**config.mk**
```make
export PLATFORM = sky130hd
export DESIGN_NAME = vga_timing_gen
export DESIGN_NICKNAME = d
export VERILOG_FILES = /design/src/rtl/vga_timing_pkg.sv /design/src/rtl/vga_delay_line.sv /design/src/rtl/vga_timing_gen.sv
export SDC_FILE = /design/constraint.sdc
export NUM_CORES = 1
export LEC_CHECK = 0
export CELL_PAD_IN_SITES_DETAIL_PLACEMENT = 2
export CELL_PAD_IN_SITES_GLOBAL_PLACEMENT = 2
export CORE_MARGIN = 2
export CORE_UTILIZATION = 31
export DETAILED_ROUTE_END_ITERATION = 10
export PLACE_DENSITY_LB_ADDON = 0.2
export RECOVER_POWER = 100
export SKIP_LAST_GASP = 1
export SLEW_MARGIN = 15
export SYNTH_ARGS = -nofsm -noshare
export SYNTH_HDL_FRONTEND = slang
export SYNTH_SLANG_ARGS = --single-unit
```
**constraint.sdc**
```tcl
create_clock -name iCLK -period 4.2 [get_ports iCLK]
set_input_delay 0.84 -clock iCLK [delete_from_list [all_inputs] [get_ports iCLK]]
set_output_delay 0.84 -clock iCLK [all_outputs]
set_load 0.02 [all_outputs]
```
**src/rtl/vga_timing_pkg.sv**
```systemverilog
`default_nettype none
// ============================================================================
// Module      : vga_timing_pkg
// Description : Shared definitions for the VGA timing generator.
//               - Output mode encodings.
//               - Standard raster timing sets for 640x480p60 and 800x600p60.
//               - Bar-width helper so the colour-bar counter needs no divider.
// Revision    : 1.0 - initial release
// ============================================================================
package vga_timing_pkg;

   // Output mode, sampled at the start of each frame
   typedef logic [1:0] mode_t;

   localparam mode_t MODE_HOST  = 2'd0;   // pixels from the frame-buffer port
   localparam mode_t MODE_BARS  = 2'd1;   // eight vertical colour bars
   localparam mode_t MODE_GRID  = 2'd2;   // 16-pixel white grid on black
   localparam mode_t MODE_BLACK = 2'd3;   // solid black

   // One raster axis: active, front porch, sync, back porch
   typedef struct packed {
      logic [11:0] act;
      logic [11:0] front;
      logic [11:0] sync;
      logic [11:0] back;
   } axis_timing_t;

   // 640x480 @ 60 Hz, 25.175 MHz pixel clock
   localparam axis_timing_t VGA640_H = '{act: 12'd640, front: 12'd16, sync: 12'd96,  back: 12'd48};
   localparam axis_timing_t VGA640_V = '{act: 12'd480, front: 12'd10, sync: 12'd2,   back: 12'd33};

   // 800x600 @ 60 Hz, 40 MHz pixel clock
   localparam axis_timing_t VGA800_H = '{act: 12'd800, front: 12'd40, sync: 12'd128, back: 12'd88};
   localparam axis_timing_t VGA800_V = '{act: 12'd600, front: 12'd1,  sync: 12'd4,   back: 12'd23};

   // Width of one colour bar in pixels; never zero, even for tiny rasters
   function automatic int unsigned bar_width(input int unsigned h_act);
      return (h_act / 8 == 0) ? 1 : h_act / 8;
   endfunction

endpackage : vga_timing_pkg
`default_nettype wire

```
**src/rtl/vga_delay_line.sv**
```systemverilog
`default_nettype none
// ============================================================================
// Module      : vga_delay_line
// Description : Fixed-depth shift register with asynchronous active-high
//               reset; every stage clears to zero.
// Ports       : clk  - clock
//               rst  - asynchronous active-high reset
//               din  - WIDTH-bit input sample
//               dout - din delayed by DEPTH clock cycles
// Revision    : 1.0 - initial release
// ============================================================================
module vga_delay_line #(
   parameter int DEPTH = 2,
   parameter int WIDTH = 8
) (
   input  logic             clk,
   input  logic             rst,
   input  logic [WIDTH-1:0] din,
   output logic [WIDTH-1:0] dout
);

   // Stage 0 occupies the least significant WIDTH bits
   logic [DEPTH*WIDTH-1:0] pipe;

   generate
      if (DEPTH == 1) begin : g_single
         always_ff @(posedge clk or posedge rst) begin
            if (rst) begin
               pipe <= '0;
            end else begin
               pipe <= din;
            end
         end
      end else begin : g_multi
         always_ff @(posedge clk or posedge rst) begin
            if (rst) begin
               pipe <= '0;
            end else begin
               pipe <= {pipe[(DEPTH-1)*WIDTH-1:0], din};
            end
         end
      end
   endgenerate

   assign dout = pipe[DEPTH*WIDTH-1 -: WIDTH];

endmodule : vga_delay_line
`default_nettype wire

```
**src/rtl/vga_timing_gen.sv**
```systemverilog
`default_nettype none
// ============================================================================
// Module      : vga_timing_gen
// Description : Parametrised single-clock VGA raster generator. Issues pixel
//               requests REQ_LEAD cycles ahead of display, keeps a linear
//               frame-buffer address, provides frame/line strobes and built-in
//               test patterns, and drives sync/blank/RGB to the DAC with an
//               identical REQ_LEAD+1 cycle latency on every output.
// Ports       : iCLK, iRST              - pixel clock, async active-high reset
//               iMode                   - output mode, sampled at frame start
//               iRed/iGreen/iBlue       - host pixel, REQ_LEAD after request
//               oRequest, oCurrent_X/Y  - fetch-side request and position
//               oAddress                - linear address of requested pixel
//               oFrame_Start/oLine_Start- strobes with pixel (0,0) / (0,y)
//               oVGA_R/G/B              - DAC colour
//               oVGA_HS/VS/BLANK/SYNC   - DAC control pins
// Revision    : 1.0 - initial release
// ============================================================================
module vga_timing_gen
   import vga_timing_pkg::*;
#(
   parameter int H_ACT    = 800,
   parameter int H_FRONT  = 40,
   parameter int H_SYNC   = 128,
   parameter int H_BACK   = 88,
   parameter int V_ACT    = 600,
   parameter int V_FRONT  = 2,
   parameter int V_SYNC   = 4,
   parameter int V_BACK   = 21,
   parameter int HS_POL   = 1,
   parameter int VS_POL   = 1,
   parameter int REQ_LEAD = 2,
   parameter int COLOR_W  = 10,
   parameter int ADDR_W   = 22
) (
   input  logic               iCLK,
   input  logic               iRST,
   input  logic [1:0]         iMode,
   input  logic [COLOR_W-1:0] iRed,
   input  logic [COLOR_W-1:0] iGreen,
   input  logic [COLOR_W-1:0] iBlue,
   output logic               oRequest,
   output logic [11:0]        oCurrent_X,
   output logic [11:0]        oCurrent_Y,
   output logic [ADDR_W-1:0]  oAddress,
   output logic               oFrame_Start,
   output logic               oLine_Start,
   output logic [COLOR_W-1:0] oVGA_R,
   output logic [COLOR_W-1:0] oVGA_G,
   output logic [COLOR_W-1:0] oVGA_B,
   output logic               oVGA_HS,
   output logic               oVGA_VS,
   output logic               oVGA_BLANK,
   output logic               oVGA_SYNC
);

   // ------------------------------------------------------------------------
   // Raster constants
   // ------------------------------------------------------------------------
   localparam logic [11:0] H_ACT_LAST = 12'(H_ACT - 1);
   localparam logic [11:0] H_LAST     = 12'(H_ACT + H_FRONT + H_SYNC + H_BACK - 1);
   localparam logic [11:0] H_SYNC_BEG = 12'(H_ACT + H_FRONT);
   localparam logic [11:0] H_SYNC_END = 12'(H_ACT + H_FRONT + H_SYNC);
   localparam logic [11:0] V_ACT_LAST = 12'(V_ACT - 1);
   localparam logic [11:0] V_LAST     = 12'(V_ACT + V_FRONT + V_SYNC + V_BACK - 1);
   localparam logic [11:0] V_SYNC_BEG = 12'(V_ACT + V_FRONT);
   localparam logic [11:0] V_SYNC_END = 12'(V_ACT + V_FRONT + V_SYNC);
   localparam logic [11:0] H_ACT_W    = 12'(H_ACT);
   localparam logic [11:0] V_ACT_W    = 12'(V_ACT);
   localparam logic [11:0] BAR_LAST   = 12'(bar_width(H_ACT) - 1);

   localparam logic HS_ON = (HS_POL != 0);
   localparam logic VS_ON = (VS_POL != 0);

   // Delay-line payload: active, hs, vs, host-select, pattern RGB
   localparam int PAY_W = 4 + 3 * COLOR_W;

   // ------------------------------------------------------------------------
   // Raster counters
   // ------------------------------------------------------------------------
   logic [11:0] h_cont;
   logic [11:0] v_cont;

   always_ff @(posedge iCLK or posedge iRST) begin
      if (iRST) begin
         h_cont <= '0;
         v_cont <= '0;
      end else if (h_cont == H_LAST) begin
         h_cont <= '0;
         if (v_cont == V_LAST) begin
            v_cont <= '0;
         end else begin
            v_cont <= v_cont + 12'd1;
         end
      end else begin
         h_cont <= h_cont + 12'd1;
      end
   end

   // ------------------------------------------------------------------------
   // Fetch side (combinational from the counters)
   // ------------------------------------------------------------------------
   logic active;
   logic hs_raw;
   logic vs_raw;
   logic frame_start;

   assign active      = (h_cont < H_ACT_W) && (v_cont < V_ACT_W);
   assign hs_raw      = (h_cont >= H_SYNC_BEG) && (h_cont < H_SYNC_END);
   assign vs_raw      = (v_cont >= V_SYNC_BEG) && (v_cont < V_SYNC_END);
   assign frame_start = active && (h_cont == 12'd0) && (v_cont == 12'd0);

   assign oRequest     = active;
   assign oCurrent_X   = active ? h_cont : 12'd0;
   assign oCurrent_Y   = active ? v_cont : 12'd0;
   assign oFrame_Start = frame_start;
   assign oLine_Start  = active && (h_cont == 12'd0);
   assign oVGA_SYNC    = 1'b1;

   // ------------------------------------------------------------------------
   // Linear frame-buffer address: advances once per request and returns to
   // zero after the last active pixel, so it always equals Y*H_ACT+X while
   // oRequest is high without needing a multiplier.
   // ------------------------------------------------------------------------
   logic [ADDR_W-1:0] addr;

   always_ff @(posedge iCLK or posedge iRST) begin
      if (iRST) begin
         addr <= '0;
      end else if (active) begin
         if ((h_cont == H_ACT_LAST) && (v_cont == V_ACT_LAST)) begin
            addr <= '0;
         end else begin
            addr <= addr + ADDR_W'(1);
         end
      end
   end

   assign oAddress = addr;

   // ------------------------------------------------------------------------
   // Mode latch. On the frame-start cycle the incoming mode is used directly
   // so that pixel (0,0) already follows the newly sampled mode.
   // ------------------------------------------------------------------------
   mode_t mode_q;
   mode_t eff_mode;

   always_ff @(posedge iCLK or posedge iRST) begin
      if (iRST) begin
         mode_q <= MODE_HOST;
      end else if (frame_start) begin
         mode_q <= iMode;
      end
   end

   assign eff_mode = frame_start ? iMode : mode_q;

   // ------------------------------------------------------------------------
   // Colour-bar tracker. bar_idx is the bar of the pixel currently being
   // requested; it restarts on the last active pixel of every line so the
   // next line begins at bar 0. The index saturates at 7 when H_ACT is not
   // a multiple of eight.
   // ------------------------------------------------------------------------
   logic [11:0] bar_pix;
   logic [2:0]  bar_idx;

   always_ff @(posedge iCLK or posedge iRST) begin
      if (iRST) begin
         bar_pix <= '0;
         bar_idx <= '0;
      end else if (active) begin
         if (h_cont == H_ACT_LAST) begin
            bar_pix <= '0;
            bar_idx <= '0;
         end else if (bar_pix == BAR_LAST) begin
            bar_pix <= '0;
            if (bar_idx != 3'd7) begin
               bar_idx <= bar_idx + 3'd1;
            end
         end else begin
            bar_pix <= bar_pix + 12'd1;
         end
      end
   end

   // ------------------------------------------------------------------------
   // Pattern pixel for the pixel being requested this cycle
   // ------------------------------------------------------------------------
   localparam logic [COLOR_W-1:0] C_MAX = '1;

   logic [COLOR_W-1:0] pat_r;
   logic [COLOR_W-1:0] pat_g;
   logic [COLOR_W-1:0] pat_b;
   logic               use_host;

   always_comb begin
      pat_r    = '0;
      pat_g    = '0;
      pat_b    = '0;
      use_host = 1'b0;
      case (eff_mode)
         MODE_HOST: begin
            use_host = 1'b1;
         end
         MODE_BARS: begin
            pat_r = bar_idx[2] ? C_MAX : '0;
            pat_g = bar_idx[1] ? C_MAX : '0;
            pat_b = bar_idx[0] ? C_MAX : '0;
         end
         MODE_GRID: begin
            if ((oCurrent_X[3:0] == 4'd0) || (oCurrent_Y[3:0] == 4'd0)) begin
               pat_r = C_MAX;
               pat_g = C_MAX;
               pat_b = C_MAX;
            end
         end
         default: begin
            // solid black: all channels stay zero
         end
      endcase
   end

   // ------------------------------------------------------------------------
   // Alignment: REQ_LEAD stages bring the fetch-side state level with the
   // host data; the output register below adds the final stage so every
   // DAC pin lags its request by REQ_LEAD+1 cycles.
   // ------------------------------------------------------------------------
   logic [PAY_W-1:0] pay_in;
   logic [PAY_W-1:0] pay_out;

   assign pay_in = {active, hs_raw, vs_raw, use_host, pat_r, pat_g, pat_b};

   vga_delay_line #(
      .DEPTH (REQ_LEAD),
      .WIDTH (PAY_W)
   ) u_align (
      .clk  (iCLK),
      .rst  (iRST),
      .din  (pay_in),
      .dout (pay_out)
   );

   logic               d_active;
   logic               d_hs;
   logic               d_vs;
   logic               d_host;
   logic [COLOR_W-1:0] d_r;
   logic [COLOR_W-1:0] d_g;
   logic [COLOR_W-1:0] d_b;

   assign {d_active, d_hs, d_vs, d_host, d_r, d_g, d_b} = pay_out;

   // ------------------------------------------------------------------------
   // DAC output register
   // ------------------------------------------------------------------------
   always_ff @(posedge iCLK or posedge iRST) begin
      if (iRST) begin
         oVGA_HS    <= ~HS_ON;
         oVGA_VS    <= ~VS_ON;
         oVGA_BLANK <= 1'b0;
         oVGA_R     <= '0;
         oVGA_G     <= '0;
         oVGA_B     <= '0;
      end else begin
         oVGA_HS    <= d_hs ? HS_ON : ~HS_ON;
         oVGA_VS    <= d_vs ? VS_ON : ~VS_ON;
         oVGA_BLANK <= d_active;
         if (!d_active) begin
            oVGA_R <= '0;
            oVGA_G <= '0;
            oVGA_B <= '0;
         end else if (d_host) begin
            oVGA_R <= iRed;
            oVGA_G <= iGreen;
            oVGA_B <= iBlue;
         end else begin
            oVGA_R <= d_r;
            oVGA_G <= d_g;
            oVGA_B <= d_b;
         end
      end
   end

endmodule : vga_timing_gen
`default_nettype wire

```
==> flow_metrics.tcl <==
set metrics [dict create \
    synth_top_family_by_area "simple AND/OR/NAND/NOR gates" \
    die_y_um 134.4 \
    coreArea_um2 16580 \
    fin_nets 663 \
    path_max_fanout 23 \
    cp_slowest_cell "dlygate4sd3_1" \
    finalCritPeriodShare 0.8996 \
    hp-class "reg -> reg" \
    setup_slack_ns 0.4215 \
    insertion_delay_ns 0.35 \
    synth_cell_types 56 \
    grt_max_degree 58 \
    slowest_delay_ns 0.68 \
    violations "capacitance limit, slew limit" \
    post_drt_wl_per_cell_um 18.09 \
    maxSlewViolCount 58 \
    p_clk_frac 0.412 \
    numCtsBuffers 9 \
    synth_ff_type "dfrtp_1" \
    dp_hpwl_um 10970 \
    row_count 47 \
    worstHoldStart "u_align.pipe[33]" \
    synthTopCellsByCount "110 x dfrtp_1, 58 x nand2_1, 41 x nor2_1" \
    path_class "reg -> out" \
    wirelength_um 15210 \
    antenna_found_initial 0 \
    track_usage 0.1769 \
    h-tree-depth 3 \
    timing.fmax_ghz 0.2647 \
    initial_core_util 0.3177 \
    port_buffers 111 \
    status "complete, but fails checks" \
    cts_buffer_depth 2 \
    drv_cap 1 \
    ir_drop_mv 0.1729 \
    r2r_setup_slack_ns 0.77 \
    yosysWarnings 0 \
    grt_pass1_vias 4750 \
    yosysMostFrequentCell "dfrtp_1" \
    rr_endpoint "u_align.pipe[29]" \
    cp.required_ns 3.36 \
    postRouteAntennaNets 0 \
    synth_edf_count 0 \
    worst_pin_slew_ns 2.568 \
    vias 4252 \
    fin_cells 841 \
    worst_setup_path_end_kind "output port" \
    cp-start-kind "flop" \
    synthAdderAreaFrac 0.02850 \
    seqPwrFrac 0.518 \
    fillers 1746 \
    cts_sinks 110 \
    crit_chain "or2_2 > nor3_2 > nand3_1 > inv_2 > and2_1 > dlygate4sd3_1" \
    layout_min_cycle_time_ns 3.778 \
    drt_iter0_markers 164 \
    setup_viol 0 \
    fp.dieArea_um2 18060 \
    synth_compound_area_frac 0.1166 \
    synthMuxAreaShare 0.01852 \
    die_w_um 134.4 \
    grt_pass1_wl_um 25390 \
    drive_above_1_share 0.05475 \
    clk_pin_slew_worst_paths_ns 0.07 \
    layout-area-overhead-vs-synth_pct 29.47 \
    yosysTopAreaCell "dfrtp_1" \
    drc 0 \
    worstPathArrival_ns 2.94 \
    hold_viol_final 0 \
    n_antenna_cell 0 \
    placedCellCount 826 \
    worst_r2r_path_depth 8 \
    switching_share 0.2364 \
    synth_area_leaders "dfrtp_1 52%, a21boi_0 4.3%, nand2_1 4.1%, xor2_1 3.3%, nor2_1 2.9%" \
    regArea_um2 2753 \
    gp_congestion 0.7899 \
    timing.clock.skew_ns 0.007578 \
    cts_root_buffer "clkbuf_16" \
    total_power_mw 2.113 \
    pre_cts_slack_ns 0.6250 \
    synthCells 517 \
    tns_ns 0 \
    cts_tree "done" \
    rsz0062_at_grt "no" \
    cts_resized 0 \
    multiInputGateArea_um2 2318 \
    netlist_area_um2 5269 \
    ctsHoldBuffers 0 \
    synth_xor_area_frac 0.04821 \
    power_frac_comb 0.070 \
    synth_top_area_share 0.5224 \
    max_slew_margin -0.7214 \
    p_sw_mw 0.4995 \
    synth_simple_gate_area_frac 0.2315 \
    gr-total-overflow 0 \
    holdPathStages 0 \
    min_to "u_align.pipe[67]" \
    synthArstFlopShare 1.000 \
    p_int_mw 1.613 \
    avgSynthCellArea_um2 10.19 \
    io_pins 117 \
    p_leak_nw 3.102 \
    r2r-start "v_cont[7]" \
    powerDensity_nw_per_um2 309.7 \
    drtPass1Iterations 6 \
    yosys_register_bits 110 \
    cts_setup_buffers 0 \
    viasPerCell 5.056 \
    ys_seq_area_frac 0.5224 \
]
==> final cells by class <==
cell class	instances	share of cell area
tap	220	0.04035
clock buffer	9	0.03302
timing repair buffer	115	0.1667
inverter	11	0.006236
multi-input combinational	370	0.3399
clock inverter	6	0.01027
sequential	110	0.4035
==> kinds of logic (layout without fill, tap and decap cells) <==
| logic type | count (synthesis) | count (layout) |
|---|---|---|
| AO/OA/AOI/OAI | 87 | 87 |
| XOR/XNOR | 29 | 29 |
| adder cells (fa/ha/maj) | 12 | 12 |
| buffers and inverters | 40 | 141 |
| flip-flops | 110 | 110 |
| multiplexers | 9 | 9 |
| other | 2 | 5 |
| AND/OR/NAND/NOR | 228 | 228 |
==> state kept, by name (all words and copies together), names as in the netlist <==
signal        count
oVGA_HS           1
oAddress         22
oVGA_B           10
h_cont           12
mode_q            2
oVGA_R           10
oVGA_VS           1
bar_idx           3
oVGA_G           10
v_cont           12
oVGA_BLANK        1
u_align.pipe     14
bar_pix          12
==> critical path, delay by kind of cell (launching register included) <==
family,cells,cell delay [ns]
simple gates,4,1.07
buf+inv,2,1.09
flops,1,0.43
==> how the worst max path moves through the flow <==
stage | startpoint | endpoint | slack (ns) | depth (start not counted)
floorplan | iRST | bar_idx[0] | 0.46 | 1
finish | h_cont[10] | oCurrent_Y[7] | 0.42 | 6
detailed placement | h_cont[10] | oFrame_Start | 0.63 | 6
CTS | h_cont[10] | oFrame_Start | 0.20 | 6
global placement | h_cont[10] | oFrame_Start | 0.78 | 6
global route | h_cont[10] | oFrame_Start | 0.15 | 6
==> stage by stage <==
step	utilization	hold slack (ns)	cell area (um2)
finish	0.4113	0.3525	6822
global route	0.4113	0.3564	6822
CTS	0.4146	0.3571	6875
detailed placement	0.3968	0.3395	6580
global placement	0.3968	0.3323	6580
floorplan	-	0.3312	5280
==> layer usage <==
layer	up-vias	part of all wire	GRT usage
met5	-	0	0
met3	17	0.036	0.02608
met2	92	0.50	0.3033
met4	0	0.014	0.05556
li1	1985	-	-
met1	2158	0.45	0.2308
==> layout by cell type, fill, tap and decap left out, drive strengths merged, types with 9 or more instances in the layout <==
master,synthesis,layout
ha,12,12
nand4,16,16
a21oi,12,12
clkdlybuf4s50,0,33
xnor2,9,9
clkbuf,21,11
and2,23,23
or3,9,9
dfrtp,110,110
inv,11,12
nor2,41,41
nor3,13,13
nand3,27,27
o21ai,20,20
xor2,20,20
dlygate4sd3,0,78
a21boi,30,30
nand2,59,59
==> power by group through the flow <==
stage          logic [mW]  registers, mW  clock network, mW
4_1_cts             0.161           1.10              0.906
2_1_floorplan      0.0463           1.14                  0
6_report            0.147           1.10              0.870
3_5_place_dp        0.161           1.12                  0
5_1_grt             0.162           1.10              0.949
3_3_place_gp        0.157           1.12                  0
Note: power is estimated with default switching activity, not from simulation.
